[src/rtl/uart_pkg.sv]
// Shared definitions for the UART transmit path: FSM encoding, frame constants
// and the baud_select code table (clock cycles per oversample tick).
package uart_pkg;

   typedef enum logic [2:0] {
      ST_IDLE,
      ST_START,
      ST_DATA,
      ST_PARITY,
      ST_STOP
   } tx_state_t;

   localparam int DATA_BITS      = 8;
   localparam int OVERSAMPLE_DEF = 16;
   localparam int FRAME_BITS     = 11;

   localparam logic [2:0] BAUD_9600   = 3'b000;
   localparam logic [2:0] BAUD_19200  = 3'b001;
   localparam logic [2:0] BAUD_38400  = 3'b010;
   localparam logic [2:0] BAUD_57600  = 3'b011;
   localparam logic [2:0] BAUD_115200 = 3'b100;
   localparam logic [2:0] BAUD_230400 = 3'b101;
   localparam logic [2:0] BAUD_1M56   = 3'b110;
   localparam logic [2:0] BAUD_3M125  = 3'b111;

   // Divisors assume a 50 MHz clock and 16x oversampling.
   function automatic logic [8:0] baud_divisor(input logic [2:0] sel);
      logic [8:0] div;
      case (sel)
         BAUD_9600:   div = 9'd326;
         BAUD_19200:  div = 9'd163;
         BAUD_38400:  div = 9'd81;
         BAUD_57600:  div = 9'd54;
         BAUD_115200: div = 9'd27;
         BAUD_230400: div = 9'd14;
         BAUD_1M56:   div = 9'd2;
         default:     div = 9'd1;
      endcase
      return div;
   endfunction

endpackage

[src/rtl/baud_controller.sv]
// Oversample tick generator: one-cycle sample_ENABLE pulse every
// baud_divisor(baud_select) clock cycles.
module baud_controller
   import uart_pkg::*;
(
   input  logic       clock,
   input  logic       reset,
   input  logic [2:0] baud_select,
   output logic       sample_ENABLE
);

   logic [8:0] div_cnt;
   logic [8:0] div_lim;

   assign div_lim = baud_divisor(baud_select) - 9'd1;

   // >= so a switch to a faster rate mid-count still produces a tick promptly
   assign sample_ENABLE = (div_cnt >= div_lim);

   always_ff @(posedge clock) begin
      if (reset)
         div_cnt <= 9'd0;
      else if (sample_ENABLE)
         div_cnt <= 9'd0;
      else
         div_cnt <= div_cnt + 9'd1;
   end

endmodule

[src/rtl/uart_transmitter.sv]
// UART transmitter, 8 data bits + even parity + 1 stop, OVERSAMPLE ticks per bit.
// Build option UART_TX_FIFO_EN: FIFO_DEPTH-entry holding FIFO instead of one register.
module uart_transmitter
   import uart_pkg::*;
#(
   parameter int OVERSAMPLE = OVERSAMPLE_DEF,
   parameter int FIFO_DEPTH = 4
) (
   input  logic                 clock,
   input  logic                 reset,
   input  logic [DATA_BITS-1:0] Tx_DATA,
   input  logic                 Tx_WR,
   input  logic                 Tx_EN,
   input  logic [2:0]           baud_select,
   output logic                 TxD,
   output logic                 Tx_READY,
   output logic                 Tx_BUSY
);

   localparam logic [3:0] OS_LAST = 4'(OVERSAMPLE - 1);

   if ((OVERSAMPLE < 2) || (OVERSAMPLE > 16)) begin : g_bad_oversample
      $error("OVERSAMPLE must lie in 2..16");
   end
   if ((FIFO_DEPTH < 2) || ((FIFO_DEPTH & (FIFO_DEPTH - 1)) != 0)) begin : g_bad_depth
      $error("FIFO_DEPTH must be a power of two >= 2");
   end

   logic                 tick;
   tx_state_t            state, state_nxt;
   logic [3:0]           tick_cnt, cnt_nxt;
   logic [2:0]           bit_idx, idx_nxt;
   logic [DATA_BITS-1:0] shift_reg, shift_nxt;
   logic                 parity_bit, parity_nxt;
   logic                 txd_nxt;
   logic                 bit_end;
   logic                 start_frame;
   logic                 pending;
   logic                 accept;
   logic                 pop;
   logic [DATA_BITS-1:0] head;

   baud_controller u_baud (
      .clock         (clock),
      .reset         (reset),
      .baud_select   (baud_select),
      .sample_ENABLE (tick)
   );

   assign accept = Tx_WR & Tx_READY;
   assign pop    = start_frame;

`ifdef UART_TX_FIFO_EN
   localparam int AW = $clog2(FIFO_DEPTH);

   logic [DATA_BITS-1:0] fifo_mem [FIFO_DEPTH];
   logic [AW:0]          wr_ptr, rd_ptr;
   logic                 full;

   assign full     = (wr_ptr[AW] != rd_ptr[AW]) && (wr_ptr[AW-1:0] == rd_ptr[AW-1:0]);
   assign pending  = (wr_ptr != rd_ptr);
   assign head     = fifo_mem[rd_ptr[AW-1:0]];
   // A pop frees the slot being read, so a write can land there the same cycle.
   assign Tx_READY = ~full | pop;

   always_ff @(posedge clock) begin
      if (reset) begin
         wr_ptr <= '0;
         rd_ptr <= '0;
      end else begin
         if (accept) wr_ptr <= wr_ptr + (AW+1)'(1);
         if (pop)    rd_ptr <= rd_ptr + (AW+1)'(1);
      end
   end

   always_ff @(posedge clock) begin
      if (accept) fifo_mem[wr_ptr[AW-1:0]] <= Tx_DATA;
   end
`else
   logic                 hold_valid;
   logic [DATA_BITS-1:0] hold_data;

   assign pending  = hold_valid;
   assign head     = hold_data;
   assign Tx_READY = ~hold_valid;

   always_ff @(posedge clock) begin
      if (reset)
         hold_valid <= 1'b0;
      else if (accept)
         hold_valid <= 1'b1;
      else if (pop)
         hold_valid <= 1'b0;
   end

   always_ff @(posedge clock) begin
      if (accept) hold_data <= Tx_DATA;
   end
`endif

   assign bit_end = tick && (tick_cnt == OS_LAST);
   assign Tx_BUSY = (state != ST_IDLE);

   always_comb begin
      state_nxt   = state;
      cnt_nxt     = tick_cnt;
      idx_nxt     = bit_idx;
      shift_nxt   = shift_reg;
      parity_nxt  = parity_bit;
      txd_nxt     = TxD;
      start_frame = 1'b0;
      if (tick) begin
         cnt_nxt = bit_end ? 4'd0 : tick_cnt + 4'd1;
         unique case (state)
            ST_IDLE: begin
               cnt_nxt     = 4'd0;
               start_frame = Tx_EN & pending;
            end
            ST_START: if (bit_end) begin
               state_nxt = ST_DATA;
               idx_nxt   = 3'd0;
               txd_nxt   = shift_reg[0];
            end
            ST_DATA: if (bit_end) begin
               if (bit_idx == 3'd7) begin
                  state_nxt = ST_PARITY;
                  txd_nxt   = parity_bit;
               end else begin
                  idx_nxt   = bit_idx + 3'd1;
                  shift_nxt = shift_reg >> 1;
                  txd_nxt   = shift_reg[1];
               end
            end
            ST_PARITY: if (bit_end) begin
               state_nxt = ST_STOP;
               txd_nxt   = 1'b1;
            end
            ST_STOP: if (bit_end) begin
               state_nxt   = ST_IDLE;
               start_frame = Tx_EN & pending;
            end
            default: state_nxt = ST_IDLE;
         endcase
         // Shared by IDLE and the back-to-back STOP exit: no idle gap after stop.
         if (start_frame) begin
            state_nxt  = ST_START;
            cnt_nxt    = 4'd0;
            idx_nxt    = 3'd0;
            txd_nxt    = 1'b0;
            shift_nxt  = head;
            parity_nxt = ^head;
         end
      end
   end

   always_ff @(posedge clock) begin
      if (reset) begin
         state    <= ST_IDLE;
         tick_cnt <= 4'd0;
         bit_idx  <= 3'd0;
         TxD      <= 1'b1;
      end else begin
         state    <= state_nxt;
         tick_cnt <= cnt_nxt;
         bit_idx  <= idx_nxt;
         TxD      <= txd_nxt;
      end
   end

   always_ff @(posedge clock) begin
      shift_reg  <= shift_nxt;
      parity_bit <= parity_nxt;
   end

endmodule
[config.mk]
export PLATFORM = sky130hd
export DESIGN_NAME = uart_transmitter
export DESIGN_NICKNAME = d
export VERILOG_FILES = /design/src/rtl/uart_pkg.sv /design/src/rtl/baud_controller.sv /design/src/rtl/uart_transmitter.sv
export SDC_FILE = /design/constraint.sdc
export NUM_CORES = 1
export LEC_CHECK = 0
export ABC_CLOCK_PERIOD_IN_PS = 7450
export CORE_MARGIN = 3
export CORE_UTILIZATION = 62
export CTS_CLUSTER_SIZE = 14
export DETAILED_ROUTE_END_ITERATION = 10
export GPL_ROUTABILITY_DRIVEN = 0
export PLACE_DENSITY = 0.93
export SYNTH_ARGS = -nofsm -noshare
export SYNTH_HDL_FRONTEND = slang
export SYNTH_HIERARCHICAL = 1
export SYNTH_SLANG_ARGS = --single-unit
[constraint.sdc]
create_clock -name clock -period 7.45 [get_ports clock]
set_input_delay 1.1175 -clock clock [delete_from_list [all_inputs] [get_ports clock]]
set_output_delay 1.1175 -clock clock [all_outputs]
set_load 0.05 [all_outputs]
==> results.yml <==
clocking:
  ctsResizeCount: 0
  clkTransAtPathRegs_ps: 100
  clock_tree.buffer_depth: 2
  cts_hold_buf: 0
  h-tree-depth: 2
  cts_tree: "done"
  cts_sinks: 38
  clk_latency_ps: 340
  cts-root-buf: "clkbuf_4"
  cts_setup_buffers: 0
  cts_buffers: 5
synthesis:
  mappedNetlistArea_mm2: 0.002195
  synth_nets: 234
  yosys-top-cells-area: "edfxtp_1 (23%), dfxtp_1 (19%), ha_1 (7.4%)"
  yosysTopAreaCell: "edfxtp_1"
  yosys_warnings: 6
  synth-seq-cells: 38
  async_flop_share_pct: 0
  synth_area_per_cell_um2: 10.65
  synth_edf_count: 17
  synth_top_area_share_pct: 23.26
  synth_ff_type: "dfxtp_1"
  ys_types: 53
  synth_cells: 206
  seq_area_frac_synth_pct: 42.42
status:
  status: "finished clean"
placed_design:
  io_buffers: 17
  place_ws_ps: 1877
  placed_cell_area_mm2: 0.002370
  post-dp-hpwl_um: 3204
job:
  cap_viol_max_count: 0
sta:
  finalSetupViolations: 0
  max_slew_margin_pct: 49.27
  timing.final.crit_share_pct: 70.67
  tns_ps: 0
  period_minus_slack_ps: 5265
  drv_slew: 0
  rsz0062_at_grt: "no"
  fmax_mhz: 189.9
  setup_ws_ps: 2185
  worst_pin_slew_ps: 759.4
  hold_viol: 0
  clock_skew_ps: 8.801
worst_setup_path:
  cp-start-kind: "primary input"
  crit_path_end: "shift_reg[7]"
  regToRegSetupSlack_ps: 4180
  timing.rr.end: "shift_reg[7]"
  reg2reg_from: "u_baud/div_cnt[6]"
  required_ps: 7420
  worst_ep_arrival_time_ps: 5240
  crit_start: "baud_select[1]"
  crit_fanout: 17
  crit_type: "in2reg"
  crit_path_end_kind: "flip-flop"
  r2r_cells: 8
global_route:
  grt_pass1_wl_um: 7362
  overflow: 0
  antenna_found_initial: 0
  grt_max_degree: 18
  grt_pass1_vias: 1643
  grt_usage_pct: 22.53
floorplan:
  die_h_um: 65.50
  ios: 18
  die_area_mm2: 0.004290
  initial_core_util_pct: 68.52
  num_rows: 20
  die_w_um: 65.50
  core_mm2: 0.003203
hold_path:
  holdCritPathClass: "reg2reg"
  hold_path_depth: 2
  hp-start: "bit_idx[1]"
detailed_routing:
  drt-wirelength-per-cell_um: 16.33
  ant_nets: 0
  drcViolationCount: 0
  num_vias: 1629
  via_per_inst: 6.124
  routed_wl_um: 4344
  first_pass_iters: 4
  first_iter_violations: 116
pwr:
  p_per_area_mw_per_mm2: 175.2
  ir_worst_vdd_uv: 135.7
  p_leak_uw: 0.0009045
final_layout:
  final_area_mm2: 0.002434
  drive_above_1_share_pct: 10.81
  area_delta_synth_final_pct: 10.89
  fillers: 240
  fin_nets: 249
  post-route-util_pct: 75.98
  antenna_cells: 0
  largest_reg_flops: 9
==> worst max-delay path, stage by stage <==
cell             delay, ps
clkdlybuf4s50_1        580
xor3_1                 490
inv_1                   70
ha_1                   210
xnor2_1                 90
a221oi_1               300
ha_1                   230
and4_1                 210
o211ai_2                90
or3b_2                 440
nand4_4                240
a21oi_4                430
a21oi_1                100
o21bai_1               620
==> cell families after synthesis <==
| group | count (synthesis) | share of synthesized area (%) |
|---|---|---|
| AO/OA/AOI/OAI | 36 | 11.80 |
| XOR/XNOR | 19 | 8.267 |
| adder cells (fa/ha/maj) | 13 | 7.412 |
| buffers and inverters | 15 | 3.307 |
| flip-flops | 38 | 42.42 |
| multiplexers | 11 | 5.473 |
| AND/OR/NAND/NOR | 74 | 21.32 |
==> routing by layer <==
layer | GRT usage, % | vias to the layer above | part of all wire [%]
li1 | - | 789 | -
met2 | 38.81 | 46 | 49
met4 | 10.10 | 0 | 2.1
met1 | 26.63 | 782 | 44
met3 | 5.128 | 12 | 4.9
met5 | 0 | - | 0
==> worst min-delay path by stage <==
stage          slack [ps]          to
2_1_floorplan         450  bit_idx[2]
3_3_place_gp          460  bit_idx[2]
3_5_place_dp          480  bit_idx[1]
4_1_cts               490  bit_idx[1]
5_1_grt               510  bit_idx[2]
6_report              490  bit_idx[1]
==> cells in the final DEF (no fill, tap or decap), types with 6 or more instances in the layout <==
cell type / n
a21oi_1: 13
clkbuf_4: 6
clkdlybuf4s50_1: 17
dfxtp_1: 21
edfxtp_1: 17
ha_1: 13
inv_1: 6
mux2_2: 8
nand2_1: 6
nand2b_1: 10
nand3_1: 6
nor2_1: 12
xnor2_1: 10
xor2_1: 8
==> power by group <==
part / switching [uW] / total (uW) / leakage [uW] / internal, uW
clock: 63.8 / 113 / 0.0000387 / 49.4
combinational: 41.2 / 77.4 / 0.000538 / 36.3
sequential: 9.62 / 236 / 0.000328 / 226
total: 115 / 426 / 0.000905 / 312
==> stage by stage <==
stage	power (uW)	std cells	hold WS [ps]
floorplan	292.7	206	452.3
global placement	309.4	258	463.0
detailed placement	316.8	258	476.3
CTS	428.9	266	490.1
global route	448.8	266	514.8
finish	426.5	266	491.5
==> synthesized netlist by cell type, types with 2 or more instances <==
cell type	count
nand4b_1	2
clkbuf_1	3
nand4_1	4
mux2i_1	3
ha_1	13
or3_1	3
nand3b_1	4
nand4bb_1	2
xor2_1	8
nor3b_1	2
mux2_2	8
nand3_1	6
dfxtp_1	21
and3_1	2
nand2_1	6
inv_1	6
edfxtp_1	17
and2_1	3
buf_2	4
a21o_1	2
nand2b_1	10
and4_1	4
o21ai_0	3
nor2_1	12
nor2b_1	3
a21oi_1	13
o21bai_1	2
nor3_1	5
xnor2_1	10
o21a_1	2
==> layout make-up <==
type | instances | area [um^2] | share of cell area [%]
Sequential cell | 38 | 930.9 | 38.25
Inverter | 6 | 22.52 | 0.9255
Clock inverter | 1 | 5.005 | 0.2057
Clock buffer | 7 | 58.81 | 2.416
Multi-Input combinational cell | 153 | 1191 | 48.95
Tap cell | 44 | 55.05 | 2.262
Timing Repair Buffer | 17 | 170.2 | 6.992
No activity file was read; power rests on OpenSTA's default activity.
==> RTL change (same settings) <==
Add an input register stage for `baud_select`, without a reset; this delays it by one clock. The other inputs are not delayed to match. Comments in the files are not updated.
--- a/src/rtl/uart_transmitter.sv
+++ b/src/rtl/uart_transmitter.sv
@@ -19,4 +19,10 @@
 
    localparam logic [3:0] OS_LAST = 4'(OVERSAMPLE - 1);
+
+   logic [2:0] baud_select_q;
+
+   always_ff @(posedge clock) begin
+      baud_select_q <= baud_select;
+   end
 
    if ((OVERSAMPLE < 2) || (OVERSAMPLE > 16)) begin : g_bad_oversample
@@ -44,5 +50,5 @@
       .clock         (clock),
       .reset         (reset),
-      .baud_select   (baud_select),
+      .baud_select   (baud_select_q),
       .sample_ENABLE (tick)
    );
Function: changed (Yosys sat finds a counterexample within 4 cycles, from zero or initial values and one cycle with reset high).
==> RTL change against the unedited design <==
Wire length down 11%; setup slack better by 0.35 ns; count of clock-buffer cells in the layout down 1; area after synthesis down 0.63%; clock skew up 0.0051 ns; final area down 0.31%; core utilization down 0.23 points; first-iteration DRC count up 34%; total power up 9.7%; sequential cell count up 3; non-clock buffer count unchanged; via count down 6.3%; critical path depth down 1; critical endpoint is now shift_reg[3]; largest cell class unchanged.
==> RTL change: results (changes against the unedited design) <==
The largest incremental delay on the critical path works out to 0.86 ns (+0.24 ns). The multiplexer area fraction after synthesis was 0.0551 (+0.000345). The via-per-instance ratio was 5.72 (-6.6%); the clock input transition at the sequential cells of the worst setup and hold paths was 0.12 ns (+0.02 ns).

The run finished with clean final reports. The met1 routing resource usage after global routing came out at 0.248 (-0.0180). The run gives 156 (+34%) as the first-iteration detailed-routing DRC count.

Launch instance of the worst register-to-register path: baud_select_q[1]. Ratio of final minimum period to clock period: 0.660 (-0.0471). The placed instance area is 2350 um^2 (-0.79%), and the adder-cell area share of the yosys netlist is 0.0746 (+0.000468).

The tools report the sequential fraction of the synthesis area as 0.454 (+0.0302). The final worst clock skew was 0.0139 ns (+0.00506 ns); the half-perimeter wire length of the detailed placement result was 2.83 mm (-12%). The tools report the total number of vias as 1,527 (-6.3%). For the met3 wire length, the log shows 170 um (-21%). The fraction of layout cells with a size suffix above 1 came out at 0.0942 (-0.0139). Share of the synthesized area in compound gates (AO/OA/AOI/OAI): 0.104 (-0.0142). The worst hold path terminates at bit_idx[0]. The XOR/XNOR share of the synthesized area works out to 0.0872 (+0.00454). The number of global-route vias before repair is 1,487 (-9.5%). The largest fanout of any net on the critical path works out to 14 (-3). The tools report the total length of routed wires as 3.86 mm (-11%). For the maximum number of pins on one net before global-route repair, the log shows 15 (-3). The wire length on met1 is 1.70 mm (-11%).
[RTL change: changes by cell type after synthesis, moves of 3 or more]
cell,before,now
sky130_fd_sc_hd__nand2_1,6,12
sky130_fd_sc_hd__nand2b_1,10,4
sky130_fd_sc_hd__o21ai_0,3,6
sky130_fd_sc_hd__dfxtp_1,21,24
sky130_fd_sc_hd__nor2_1,12,22
sky130_fd_sc_hd__inv_1,6,9
sky130_fd_sc_hd__a21oi_1,13,10
sky130_fd_sc_hd__nand3b_1,4,0
[RTL change: final cells by class]
class | count | area (um^2)
Timing Repair Buffer | 17 | 170
Fill cell | 233 | 777
Multi-Input combinational cell | 148 | 1100
Sequential cell | 41 | 991
Tap cell | 44 | 55.1
Clock inverter | 2 | 33.8
Inverter | 9 | 33.8
Clock buffer | 6 | 41.3
[RTL change: report_power, final]
group | switching (mW) | internal, mW | total, mW
registers | 0.0111 | 0.243 | 0.254
logic | 0.0395 | 0.0363 | 0.0758
clock network | 0.0684 | 0.0699 | 0.138
